### src/rtl/branch_predictor_if.sv
// Query/update/statistics bundle between the CPU pipeline and the branch predictor.
// Signal names are given from the predictor's point of view.
interface branch_predictor_if;
    logic [31:0] query_pc_i;
    logic        predict_taken_o;
    logic        update_valid_i;
    logic [31:0] update_pc_i;
    logic        actual_taken_i;
    logic        predicted_taken_i;
    logic        mispredict_o;
    logic [31:0] branch_cnt_o;
    logic [31:0] mispredict_cnt_o;

    modport master (
        output query_pc_i,
        output update_valid_i,
        output update_pc_i,
        output actual_taken_i,
        output predicted_taken_i,
        input  predict_taken_o,
        input  mispredict_o,
        input  branch_cnt_o,
        input  mispredict_cnt_o
    );

    modport slave (
        input  query_pc_i,
        input  update_valid_i,
        input  update_pc_i,
        input  actual_taken_i,
        input  predicted_taken_i,
        output predict_taken_o,
        output mispredict_o,
        output branch_cnt_o,
        output mispredict_cnt_o
    );
endinterface

### src/rtl/branch_predictor.sv
// 2-bit saturating-counter branch history table with mispredict flag and
// saturating branch/mispredict statistics counters.
module branch_predictor #(
    parameter int unsigned ENTRIES    = 16,
    parameter logic [1:0]  INIT_STATE = 2'b10
) (
    input logic                clk_i,
    input logic                rst_i,
    input logic                start_i,
    branch_predictor_if.slave  bp
);
    localparam int unsigned IDX_W = $clog2(ENTRIES);

    logic [1:0]       bht_q [ENTRIES];
    logic [1:0]       bht_d [ENTRIES];
    logic [31:0]      branch_cnt_q, branch_cnt_d;
    logic [31:0]      mispredict_cnt_q, mispredict_cnt_d;

    logic [IDX_W-1:0] query_idx;
    logic [IDX_W-1:0] update_idx;
    logic             update_accept;
    logic             mispredict;
    logic [1:0]       upd_state;
    logic [1:0]       upd_state_next;

    // Byte offset and bits above the index never select an entry (no tags).
    logic             unused_pc_bits;
    assign unused_pc_bits = ^{bp.query_pc_i[31:IDX_W+2], bp.query_pc_i[1:0],
                              bp.update_pc_i[31:IDX_W+2], bp.update_pc_i[1:0]};

    assign query_idx  = bp.query_pc_i[IDX_W+1:2];
    assign update_idx = bp.update_pc_i[IDX_W+1:2];

    assign update_accept = bp.update_valid_i && start_i && !rst_i;
    assign mispredict    = update_accept && (bp.actual_taken_i != bp.predicted_taken_i);

    // Query reads the registered table, so a same-cycle update is not bypassed.
    assign bp.predict_taken_o  = bht_q[query_idx][1];
    assign bp.mispredict_o     = mispredict;
    assign bp.branch_cnt_o     = branch_cnt_q;
    assign bp.mispredict_cnt_o = mispredict_cnt_q;

    assign upd_state = bht_q[update_idx];

    always_comb begin
        upd_state_next = upd_state;
        if (bp.actual_taken_i) begin
            if (upd_state != 2'b11) begin
                upd_state_next = upd_state + 2'b01;
            end
        end else begin
            if (upd_state != 2'b00) begin
                upd_state_next = upd_state - 2'b01;
            end
        end
    end

    always_comb begin
        bht_d = bht_q;
        if (update_accept) begin
            bht_d[update_idx] = upd_state_next;
        end
    end

    always_comb begin
        branch_cnt_d     = branch_cnt_q;
        mispredict_cnt_d = mispredict_cnt_q;
        if (update_accept && (branch_cnt_q != 32'hFFFF_FFFF)) begin
            branch_cnt_d = branch_cnt_q + 32'd1;
        end
        if (mispredict && (mispredict_cnt_q != 32'hFFFF_FFFF)) begin
            mispredict_cnt_d = mispredict_cnt_q + 32'd1;
        end
    end

    always_ff @(posedge clk_i) begin
        if (rst_i) begin
            for (int i = 0; i < int'(ENTRIES); i++) begin
                bht_q[i] <= INIT_STATE;
            end
            branch_cnt_q     <= 32'd0;
            mispredict_cnt_q <= 32'd0;
        end else begin
            bht_q            <= bht_d;
            branch_cnt_q     <= branch_cnt_d;
            mispredict_cnt_q <= mispredict_cnt_d;
        end
    end
endmodule
### src/flat_wrapper.sv
// flat-port wrapper written by rule: the top's interface ports become plain ports
module branch_predictor_flat 
#(
    parameter int unsigned ENTRIES    = 16,
    parameter logic [1:0]  INIT_STATE = 2'b10
)
  (clk_i, rst_i, start_i, bp_query_pc_i, bp_update_valid_i, bp_update_pc_i, bp_actual_taken_i, bp_predicted_taken_i, bp_predict_taken_o, bp_mispredict_o, bp_branch_cnt_o, bp_mispredict_cnt_o);
  branch_predictor_if bp_i ();
  input logic clk_i;
  input logic rst_i;
  input logic start_i;
  input wire logic [$bits(bp_i.query_pc_i)-1:0] bp_query_pc_i;
  input wire logic [$bits(bp_i.update_valid_i)-1:0] bp_update_valid_i;
  input wire logic [$bits(bp_i.update_pc_i)-1:0] bp_update_pc_i;
  input wire logic [$bits(bp_i.actual_taken_i)-1:0] bp_actual_taken_i;
  input wire logic [$bits(bp_i.predicted_taken_i)-1:0] bp_predicted_taken_i;
  output wire logic [$bits(bp_i.predict_taken_o)-1:0] bp_predict_taken_o;
  output wire logic [$bits(bp_i.mispredict_o)-1:0] bp_mispredict_o;
  output wire logic [$bits(bp_i.branch_cnt_o)-1:0] bp_branch_cnt_o;
  output wire logic [$bits(bp_i.mispredict_cnt_o)-1:0] bp_mispredict_cnt_o;
  assign bp_i.query_pc_i = bp_query_pc_i;
  assign bp_i.update_valid_i = bp_update_valid_i;
  assign bp_i.update_pc_i = bp_update_pc_i;
  assign bp_i.actual_taken_i = bp_actual_taken_i;
  assign bp_i.predicted_taken_i = bp_predicted_taken_i;
  assign bp_predict_taken_o = bp_i.predict_taken_o;
  assign bp_mispredict_o = bp_i.mispredict_o;
  assign bp_branch_cnt_o = bp_i.branch_cnt_o;
  assign bp_mispredict_cnt_o = bp_i.mispredict_cnt_o;
  branch_predictor #(.ENTRIES(ENTRIES), .INIT_STATE(INIT_STATE)) u_core (.clk_i(clk_i), .rst_i(rst_i), .start_i(start_i), .bp(bp_i));
endmodule
### config.mk
export PLATFORM = sky130hd
export DESIGN_NAME = branch_predictor_flat
export DESIGN_NICKNAME = d
export VERILOG_FILES = /design/src/rtl/branch_predictor_if.sv /design/src/rtl/branch_predictor.sv /design/src/flat_wrapper.sv
export SDC_FILE = /design/constraint.sdc
export NUM_CORES = 1
export LEC_CHECK = 0
export CAP_MARGIN = 20
export CORE_MARGIN = 3
export CORE_UTILIZATION = 45
export DETAILED_ROUTE_END_ITERATION = 12
export PLACE_DENSITY = 0.71
export SYNTH_ARGS = -nofsm -noshare
export SYNTH_HDL_FRONTEND = slang
export SYNTH_SLANG_ARGS = --single-unit
### constraint.sdc
create_clock -name clk_i -period 2.9 [get_ports clk_i]
set_input_delay 0.29 -clock clk_i [delete_from_list [all_inputs] [get_ports clk_i]]
set_output_delay 0.29 -clock clk_i [all_outputs]
set_load 0.01 [all_outputs]
==> out/results.ini <==
[worst_setup_path]
path_cells=clkdlybuf4s50_1 -> mux4_2 -> mux4_2 -> clkdlybuf4s50_1
crit_arrival_ps=2420
crit_type=input port to output pin
crit_slowest_cell=clkdlybuf4s50_1
start_kind=input port
cp_max_fo=4
end_kind=output pin
cp.required_ps=2610
cpPeakStageDelay_ps=630

[final_layout]
area_growth_pct=23.0
antenna_cells=0
fin_nets=695
design_area_um2=6130
num-fill-cells=983
drive_gt1_share_pct=11.6
stdcell_count=764
fin_util_pct=58.1

[sta]
setup_tns_ps=0
rsz0062_at_grt=false
hold_viol=0
fin_crit_sh_pct=93.3
holdWs_ps=479
finClkSkew_ps=8.11
fmax_ghz=0.370
fin_crit_ps=2710
slew_headroom_pct=59.4
final-max-slew-violation-count=0
worst_pin_slew_ps=607
worst_slack_ps=194
setup_viol=0

[power_and_ir_drop]
cellPowerDensity_nw_per_um2=396
p_leak_nw=2.03
ir_drop_mv=0.193
power.total_mw=2.43

[global_routing]
overflow=0
first_global_vias=4130
antenna_found_initial=0
grt_pass1_wl_um=20200
grtUsageTotal_pct=19.3
grt_start_max_net_pins=57

[clock_tree]
clk_latency_ps=360
root_buffer=clkbuf_8
clk_pin_slew_ps=80
cts_tree=built
cts_num_sinks=96
postCtsSetupBuffers=0
ctsResizeCount=0
hold_buffers=0
clockBufferDepth=2
cts-buffers-inserted=9
cts_htree_levels=3

[drt]
drc_errors=0
wl_per_cell_um=15.7
totalWireLength_um=12000
vias_per_cell=5.70
ant_nets=0
vias=4356
dr.first_iter.drc_count=193
firstDrtPassIters=4

[status]
status=finished, final reports clean

[flow_run]
maxCapViolCount=0

[min_path]
hold_path.class=flip-flop to flip-flop

[synthesis]
yosysUniqueCellTypes=54
netlist_instances=550
synth_enable_flop_cells=0
async_flop_share_pct=0
syn_nets=622
synth_seq_cells=96
ys_warn_count=0
ys.flop_type=dfxtp_1
ys_seq_area_share_pct=38.5
syn_area_um2=4990
syn_avg_cell_area_um2=9.07

[floorplanning]
start_util_pct=47.2
chipWidth_um=111
ios=136
placementRows=37
fp.dieH_um=111
core_um2=10600
die-area_um2=12400

[placement]
gp_congestion=0.834
dp.cells=748
dp_hpwl_um=8590
pre_cts_ws_ps=161
placed_area_um2=5910
io_buffers=79

## sequential cells by signal, summed over array words and instances (netlist names)
| signal | count |
|---|---|
| u_core.bp.mispredict_cnt_o | 32 |
| u_core.bp.branch_cnt_o | 32 |
| u_core.bht_q | 32 |
## synthesized netlist by cell type, types with 2 or more instances
| master | n | share of area (%) |
|---|---|---|
| nor4b_1 | 2 | 0.35 |
| and4_1 | 11 | 1.9 |
| a31o_2 | 2 | 0.35 |
| maj3_2 | 2 | 0.45 |
| and2_1 | 3 | 0.38 |
| nand4_2 | 2 | 0.50 |
| a211oi_1 | 8 | 1.2 |
| buf_2 | 12 | 1.2 |
| dfxtp_1 | 96 | 39 |
| mux2i_1 | 17 | 3.4 |
| xnor2_1 | 32 | 5.6 |
| nor4_2 | 3 | 0.75 |
| or4_1 | 2 | 0.30 |
| a21oi_1 | 23 | 2.3 |
| nand4_1 | 15 | 1.9 |
| xor2_1 | 6 | 1.1 |
| a2111oi_1 | 3 | 0.60 |
| and3_1 | 7 | 0.88 |
| nor2_1 | 74 | 5.6 |
| mux4_2 | 13 | 5.9 |
| a311oi_1 | 3 | 0.53 |
| nor4_1 | 7 | 0.88 |
| inv_1 | 12 | 0.90 |
| nand2_1 | 30 | 2.3 |
| o2111a_1 | 3 | 0.68 |
| nand2b_1 | 10 | 1.3 |
| a31oi_1 | 3 | 0.38 |
| clkbuf_1 | 17 | 1.3 |
| o21ai_1 | 9 | 0.90 |
| ha_1 | 2 | 0.50 |
| o21ai_0 | 11 | 1.1 |
| nor3b_1 | 2 | 0.30 |
| buf_4 | 3 | 0.45 |
| or2_2 | 2 | 0.25 |
| or3_1 | 10 | 1.3 |
| nor3_1 | 13 | 1.3 |
| a2111oi_0 | 6 | 1.1 |
| nor2b_1 | 14 | 1.8 |
| nand3b_1 | 13 | 2.0 |
| nand3_1 | 25 | 2.5 |
| mux2_2 | 9 | 2.0 |
## critical path: cells and delay by family
kind                   cells  cell delay (ps)
buffers and inverters      2             1120
multiplexers               2             1000
## cells in the final DEF (no fill, tap or decap), drive strengths merged, types with 3 or more instances in the layout
master / netlist / final
nand4: 18 / 18
dfxtp: 96 / 96
nand2: 31 / 31
or3: 10 / 10
xnor2: 32 / 32
o2111a: 3 / 3
xor2: 6 / 6
mux2i: 17 / 17
inv: 12 / 12
nand2b: 10 / 10
and2: 3 / 3
buf: 16 / 17
clkinv: 0 / 3
a21oi: 23 / 23
and4: 11 / 11
nor2: 74 / 74
nand3b: 13 / 13
nor2b: 14 / 14
and3: 7 / 7
mux2: 10 / 10
clkbuf: 17 / 10
mux4: 13 / 13
a311oi: 3 / 3
o21ai: 20 / 20
a2111oi: 10 / 10
a31oi: 3 / 3
nor3: 14 / 14
clkdlybuf4s50: 0 / 78
a211oi: 8 / 8
nand3: 25 / 25
nor4: 11 / 11
## cells by family (layout without fill, tap and decap cells)
logic type / count (synthesis) / after routing / synth area share (%)
buffers and inverters: 45 / 123 / 4.06
AND/OR/NAND/NOR: 250 / 250 / 27.6
multiplexers: 40 / 40 / 11.5
XOR/XNOR: 38 / 38 / 6.67
adder cells (fa/ha/maj): 4 / 4 / 0.953
AO/OA/AOI/OAI: 77 / 77 / 10.6
flip-flops: 96 / 96 / 38.5
## power by group
group | internal [mW] | switching, mW
registers | 1.32 | 0.00528
logic | 0.0557 | 0.0768
clock network | 0.505 | 0.464
total | 1.88 | 0.546
## layout make-up
cell class,instances,area (um2),share of cell area (%)
multi-input combinational,409,2870,46.8
sequential,96,1920,31.3
timing repair buffer,95,906,14.8
tap,136,170,2.77
clock buffer,10,138,2.24
clock inverter,6,82.6,1.35
inverter,12,45.0,0.735
## final timing paths
path	slack, ps	startpoint	endpoint	cells after the start
min	480	u_core.bht_q[16]	u_core.bht_q[16]	2
max	190	bp_query_pc_i[2]	bp_predict_taken_o	4
min reg2reg	480	u_core.bht_q[16]	u_core.bht_q[16]	2
max reg2reg	420	u_core.bp.mispredict_cnt_o[9]	u_core.bp.mispredict_cnt_o[22]	5
## layer usage
layer	routed length [um]	track usage [%]	vias up	part of all wire [%]
met1	5850	26.5	2116	49
li1	-	-	2146	-
met3	361	3.28	13	3.0
met5	0	0	-	0
met2	5590	31.0	81	47
met4	156	6.08	0	1.3
No activity file was read; power rests on OpenSTA's default activity.
